### src/rtl/atomik_ingress_framer.sv
// atomik_ingress_framer: packs a valid/ready byte stream little-endian into 32-bit words and
// issues each buffered frame to the ATOMiK core as one gap-free core_valid burst.
module atomik_ingress_framer #(
   parameter int         FIFO_DEPTH = 16,
   parameter int         GAP_CYCLES = 1,
   parameter logic [7:0] PAD_BYTE   = 8'h00
) (
   input  logic        clk,
   input  logic        rst_n,
   input  logic [7:0]  s_byte,
   input  logic        s_valid,
   input  logic        s_last,
   output logic        s_ready,
   output logic [31:0] core_data,
   output logic        core_valid,
   output logic [15:0] frames_sent,
   output logic        oversize,
   output logic        busy
);
   localparam int AW = $clog2(FIFO_DEPTH);
   localparam int CW = AW + 1;
   localparam int GW = $clog2(GAP_CYCLES + 1);
   localparam logic [CW-1:0] DEPTH = CW'(FIFO_DEPTH);
   localparam logic [GW-1:0] GAP_LOAD = GW'(GAP_CYCLES - 1);

   typedef enum logic [1:0] {IDLE, BURST, GAP} state_t;

   state_t        state, state_nx;
   logic [GW-1:0] gap_cnt, gap_nx;
   logic [1:0]    lane;
   logic [31:0]   hold, pack;
   logic [32:0]   mem [FIFO_DEPTH];
   logic [AW-1:0] wr_ptr, rd_ptr;
   logic [CW-1:0] count, pending;
   logic          accept, push, push_last, pop, head_last, valid_nx, set_oversize;

   assign s_ready   = rst_n && (count < DEPTH);
   assign accept    = s_valid && s_ready;
   assign push      = accept && (lane == 2'd3 || s_last);
   assign push_last = push && s_last;
   assign head_last = mem[rd_ptr][32];
   assign busy      = (state != IDLE) || (count != '0) || (lane != 2'd0);

   // Lanes below the current one come from the hold register, lanes above get padding.
   for (genvar g = 0; g < 4; g++) begin : lanes
      assign pack[8*g +: 8] = (lane > 2'(g)) ? hold[8*g +: 8] : (lane == 2'(g)) ? s_byte : PAD_BYTE;
   end

   always_ff @(posedge clk) begin
      if (push) mem[wr_ptr] <= {push_last, pack};
   end

   // A frame closing on this very edge counts as pending, so its burst starts one edge later.
   always_comb begin
      state_nx     = state;
      gap_nx       = gap_cnt;
      valid_nx     = 1'b0;
      pop          = 1'b0;
      set_oversize = 1'b0;
      case (state)
         IDLE: begin
            set_oversize = (pending == '0) && !push_last && (count == DEPTH);
            state_nx     = (pending != '0 || push_last || set_oversize) ? BURST : IDLE;
         end
         BURST: begin
            pop      = (count != '0);
            valid_nx = pop;
            state_nx = (pop && head_last) ? GAP : BURST;
            gap_nx   = GAP_LOAD;
         end
         GAP: begin
            state_nx = (gap_cnt == '0) ? IDLE : GAP;
            gap_nx   = gap_cnt - GW'(1);
         end
         default: state_nx = IDLE;
      endcase
   end

   always_ff @(posedge clk) begin
      if (!rst_n) begin
         state       <= IDLE;
         gap_cnt     <= '0;
         lane        <= 2'd0;
         hold        <= '0;
         wr_ptr      <= '0;
         rd_ptr      <= '0;
         count       <= '0;
         pending     <= '0;
         core_data   <= '0;
         core_valid  <= 1'b0;
         frames_sent <= '0;
         oversize    <= 1'b0;
      end else begin
         state      <= state_nx;
         gap_cnt    <= gap_nx;
         core_valid <= valid_nx;
         if (accept) begin
            hold[8*lane +: 8] <= s_byte;
            lane              <= push ? 2'd0 : lane + 2'd1;
         end
         if (pop) core_data <= mem[rd_ptr][31:0];
         if (pop && head_last) frames_sent <= frames_sent + 16'd1;
         if (set_oversize) oversize <= 1'b1;
         wr_ptr  <= wr_ptr + AW'(push);
         rd_ptr  <= rd_ptr + AW'(pop);
         count   <= count + CW'(push) - CW'(pop);
         pending <= pending + CW'(push_last) - CW'(pop && head_last);
      end
   end
endmodule

### config.mk
export PLATFORM = sky130hd
export DESIGN_NAME = atomik_ingress_framer
export DESIGN_NICKNAME = d
export VERILOG_FILES = /design/src/rtl/atomik_ingress_framer.sv
export SDC_FILE = /design/constraint.sdc
export NUM_CORES = 1
export LEC_CHECK = 0
export CORE_MARGIN = 3
export CORE_UTILIZATION = 50
export CTS_CLUSTER_SIZE = 30
export DETAILED_ROUTE_END_ITERATION = 8
export PLACE_DENSITY = 0.67
export SETUP_SLACK_MARGIN = 0.2
export SYNTH_ARGS = -nofsm -noshare
export SYNTH_HDL_FRONTEND = slang
export SYNTH_SLANG_ARGS = --single-unit
### constraint.sdc
create_clock -name clk -period 9.12 [get_ports clk]
set_input_delay 2.28 -clock clk [delete_from_list [all_inputs] [get_ports clk]]
set_output_delay 2.28 -clock clk [all_outputs]
set_load 0.01 [all_outputs]
==> impl_metrics.env <==
export IMPL_cts_setup_buffers=0
export IMPL_fin_nets=1476
export IMPL_relSlewSlack=0.1112
export IMPL_yosys_area_top_type="edfxtp_1"
export IMPL_crit_cells=4
export IMPL_clock_root_buffer="clkbuf_16"
export IMPL_powerDensity_nw_per_um2=247.8
export IMPL_max_stage_delay_ps=640
export IMPL_endpoint="s_ready"
export IMPL_track_usage=0.2149
export IMPL_synthesis_nets=1387
export IMPL_core_um2=48050
export IMPL_worst_endpoint_required_ps=6840
export IMPL_rsz0062_at_grt="no"
export IMPL_cts_num_sinks=625
export IMPL_drt_iter0_markers=1223
export IMPL_clk_latency_ps=630
export IMPL_final_area_um2=28040
export IMPL_crit_path_max_fanout=69
export IMPL_nFillCells=3524
export IMPL_cp_arrival_ps=3800
export IMPL_worstMarginPinSlew_ps=1324
export IMPL_seq_area_frac_synth=0.7260
export IMPL_place_gp_congestion=0.7942
export IMPL_crit_path_cell_trace="buf_2 -> buf_4 -> nor2b_1 -> clkdlybuf4s50_1"
export IMPL_netlist_area_leader_share=0.6468
export IMPL_viasPerCell=5.955
export IMPL_holdBufCountCts=0
export IMPL_p_leak_nw=8.957
export IMPL_cp_top_family="buffers and inverters"
export IMPL_fp_dieH_um=227.4
export IMPL_drc_errors=0
export IMPL_wl_per_cell_um=25.68
export IMPL_grt_ovfl_total=0
export IMPL_cap_violations=0
export IMPL_synth_ff_type="edfxtp_1"
export IMPL_dieArea_um2=51720
export IMPL_dp_cells=1990
export IMPL_ff2ff_path_depth=6
export IMPL_dr_total_vias=12520
export IMPL_synth_seq_cells=625
export IMPL_antenna_found_initial=1
export IMPL_synth_edff_count=528
export IMPL_cts_resized_gates=0
export IMPL_start_kind="primary input"
export IMPL_drtAntennaViolNets=0
export IMPL_post_route_period_util=0.6671
export IMPL_timing_final_max_slew_violations=0
export IMPL_cts_tree="yes"
export IMPL_timing_rr_start="lane[1]$_SDFFE_PN0P_"
export IMPL_critPathKind="primary input to output port"
export IMPL_rows=80
export IMPL_finalNonFillerCells=2102
export IMPL_min_path_cells=2
export IMPL_htreeDepth=2
export IMPL_grt_max_degree=70
export IMPL_die_w_um=227.4
export IMPL_clockBufferDepth=3
export IMPL_max_freq_mhz=164.4
export IMPL_syn_to_final_growth_pct=14.38
export IMPL_final_min_clock_period_ps=6084
export IMPL_finalSetupViolations=0
export IMPL_synthTopCellsByArea="edfxtp_1, mux4_2, dfxtp_1, nand2_1, ha_1"
export IMPL_cp_startpoint="rst_n"
export IMPL_first_pass_iters=5
export IMPL_clkTransAtPathRegs_ps=60
export IMPL_grt_pass1_wl_mm=81.61
export IMPL_dpl_hpwl_mm=31.66
export IMPL_setup_slack_ps=3036
export IMPL_preCtsSetupSlack_ps=2991
export IMPL_antennaDiodeCount=0
export IMPL_numPortBuffers=63
export IMPL_fin_skew_ps=25.25
export IMPL_hp_class="register to register"
export IMPL_synthCells=1348
export IMPL_r2r_end="mem[2][16]$_DFFE_PP_"
export IMPL_yosysWarningCount=0
export IMPL_outcome="finished clean"
export IMPL_finalWirelength_mm=53.99
export IMPL_syn_avg_cell_area_um2=18.19
export IMPL_cp_end_kind="output port"
export IMPL_worst_path_buf_inv=3
export IMPL_crit_slowest_cell="buf_4"
export IMPL_max_vdd_ir_drop_mv=0.1969
export IMPL_reg2reg_slack_ps=4960
export IMPL_place_area_um2=25970
export IMPL_grt_pass1_vias=12670
export IMPL_cts_made_buffers=60
export IMPL_netlist_area_um2=24510
export IMPL_hold_viol=0
export IMPL_ios=64
export IMPL_synthArstFlopShare=0
export IMPL_drive_above_1_share=0.2172
export IMPL_tns_ps=0
export IMPL_initial_core_util=0.5102
export IMPL_ys_types=44
## stage by stage
stage	hold WS, ps	util	power, mW
2_1_floorplan	429.4	-	4.119
5_1_grt	465.3	0.5836	7.231
6_report	448.2	0.5836	6.948
4_1_cts	451.7	0.5836	7.022
3_5_place_dp	443.0	0.5406	4.433
3_3_place_gp	436.7	0.5406	4.423
## layer usage
metal  vias up  GRT usage  share of wire
met5         -          0              0
met4         0    0.05526          0.019
met3        69    0.03675          0.068
met2       423     0.3440           0.48
met1      6541     0.3128           0.43
li1       5484          -              -
## cells in the mapped netlist, types with 3 or more instances
library cell / instances
xor2_1: 4
a21o_1: 4
buf_6: 6
xnor2_1: 8
o21ai_0: 18
buf_2: 18
nor3_1: 7
mux4_2: 160
edfxtp_1: 528
mux2i_1: 20
nor3b_1: 3
or3_1: 3
nand2b_1: 13
inv_1: 16
nor2b_1: 3
a21oi_1: 46
clkbuf_1: 47
mux2_2: 9
o21ai_1: 34
ha_1: 25
nand4_1: 8
nand2_1: 153
nand3_1: 42
nor2_1: 32
dfxtp_1: 97
and2_1: 18
## how the worst min path moves through the flow
stage	startpoint	end	slack, ps
floorplan	hold[0]$_SDFFE_PN0P_	hold[0]$_SDFFE_PN0P_	430
finish	core_data[18]$_SDFFE_PN0P_	core_data[18]$_SDFFE_PN0P_	450
detailed placement	core_data[18]$_SDFFE_PN0P_	core_data[18]$_SDFFE_PN0P_	440
global route	core_data[18]$_SDFFE_PN0P_	core_data[18]$_SDFFE_PN0P_	470
CTS	core_data[18]$_SDFFE_PN0P_	core_data[18]$_SDFFE_PN0P_	450
global placement	hold[2]$_SDFFE_PN0P_	hold[2]$_SDFFE_PN0P_	440
## cell usage in the layout (no fill, tap or decap), types with 5 or more instances in the layout
cell,count
mux2i_1,20
mux2_2,9
o21ai_0,8
nand3_1,42
o21ai_1,44
inv_1,16
nand2b_1,13
buf_4,37
ha_1,25
clkbuf_16,60
a21oi_1,46
xnor2_1,8
and2_1,18
bufinv_16,11
nor3_2,5
clkinv_1,14
nand4_1,8
dfxtp_1,93
clkdlybuf4s50_1,62
edfxtp_1,528
nor2_4,13
nand2_1,153
clkinv_2,11
clkinvlp_4,5
clkbuf_1,6
nor2_1,19
mux4_2,160
## tightest hold or removal path: stages, from the launching register on
cell and delay (ps):
dfxtp_1 310, nand2_1 50, o21ai_1 50
## registers in the layout, indices dropped and copies added (netlist names)
name,count
core_data,32
core_valid,1
count,5
frames_sent,16
gap_cnt,1
hold,24
lane,2
mem,528
oversize,1
pending,5
rd_ptr,4
state,2
wr_ptr,4
## logic make-up after synthesis
| logic type | synth area share |
|---|---|
| AND/OR/NAND/NOR | 0.05375 |
| flip-flops | 0.7260 |
| multiplexers | 0.1593 |
| XOR/XNOR | 0.004287 |
| adder cells (fa/ha/maj) | 0.01439 |
| AO/OA/AOI/OAI | 0.02542 |
| buffers and inverters | 0.01684 |
## where the power goes
group / internal, mW / switching, mW / total [mW]
Combinational: 0.577 / 0.567 / 1.14
Clock: 1.53 / 1.07 / 2.60
Sequential: 3.16 / 0.0511 / 3.21
Total: 5.26 / 1.69 / 6.95
## final cells by class
type / instances / area (µm²) / area share
Clock buffer: 67 / 1538 / 0.05484
Clock inverter: 45 / 529.3 / 0.01888
Inverter: 17 / 63.81 / 0.002276
Multi-Input combinational cell: 633 / 6426 / 0.2292
Sequential cell: 625 / 17810 / 0.6352
Tap cell: 615 / 769.5 / 0.02744
Timing Repair Buffer: 100 / 903.4 / 0.03222
No activity file was read; power rests on OpenSTA's default activity.
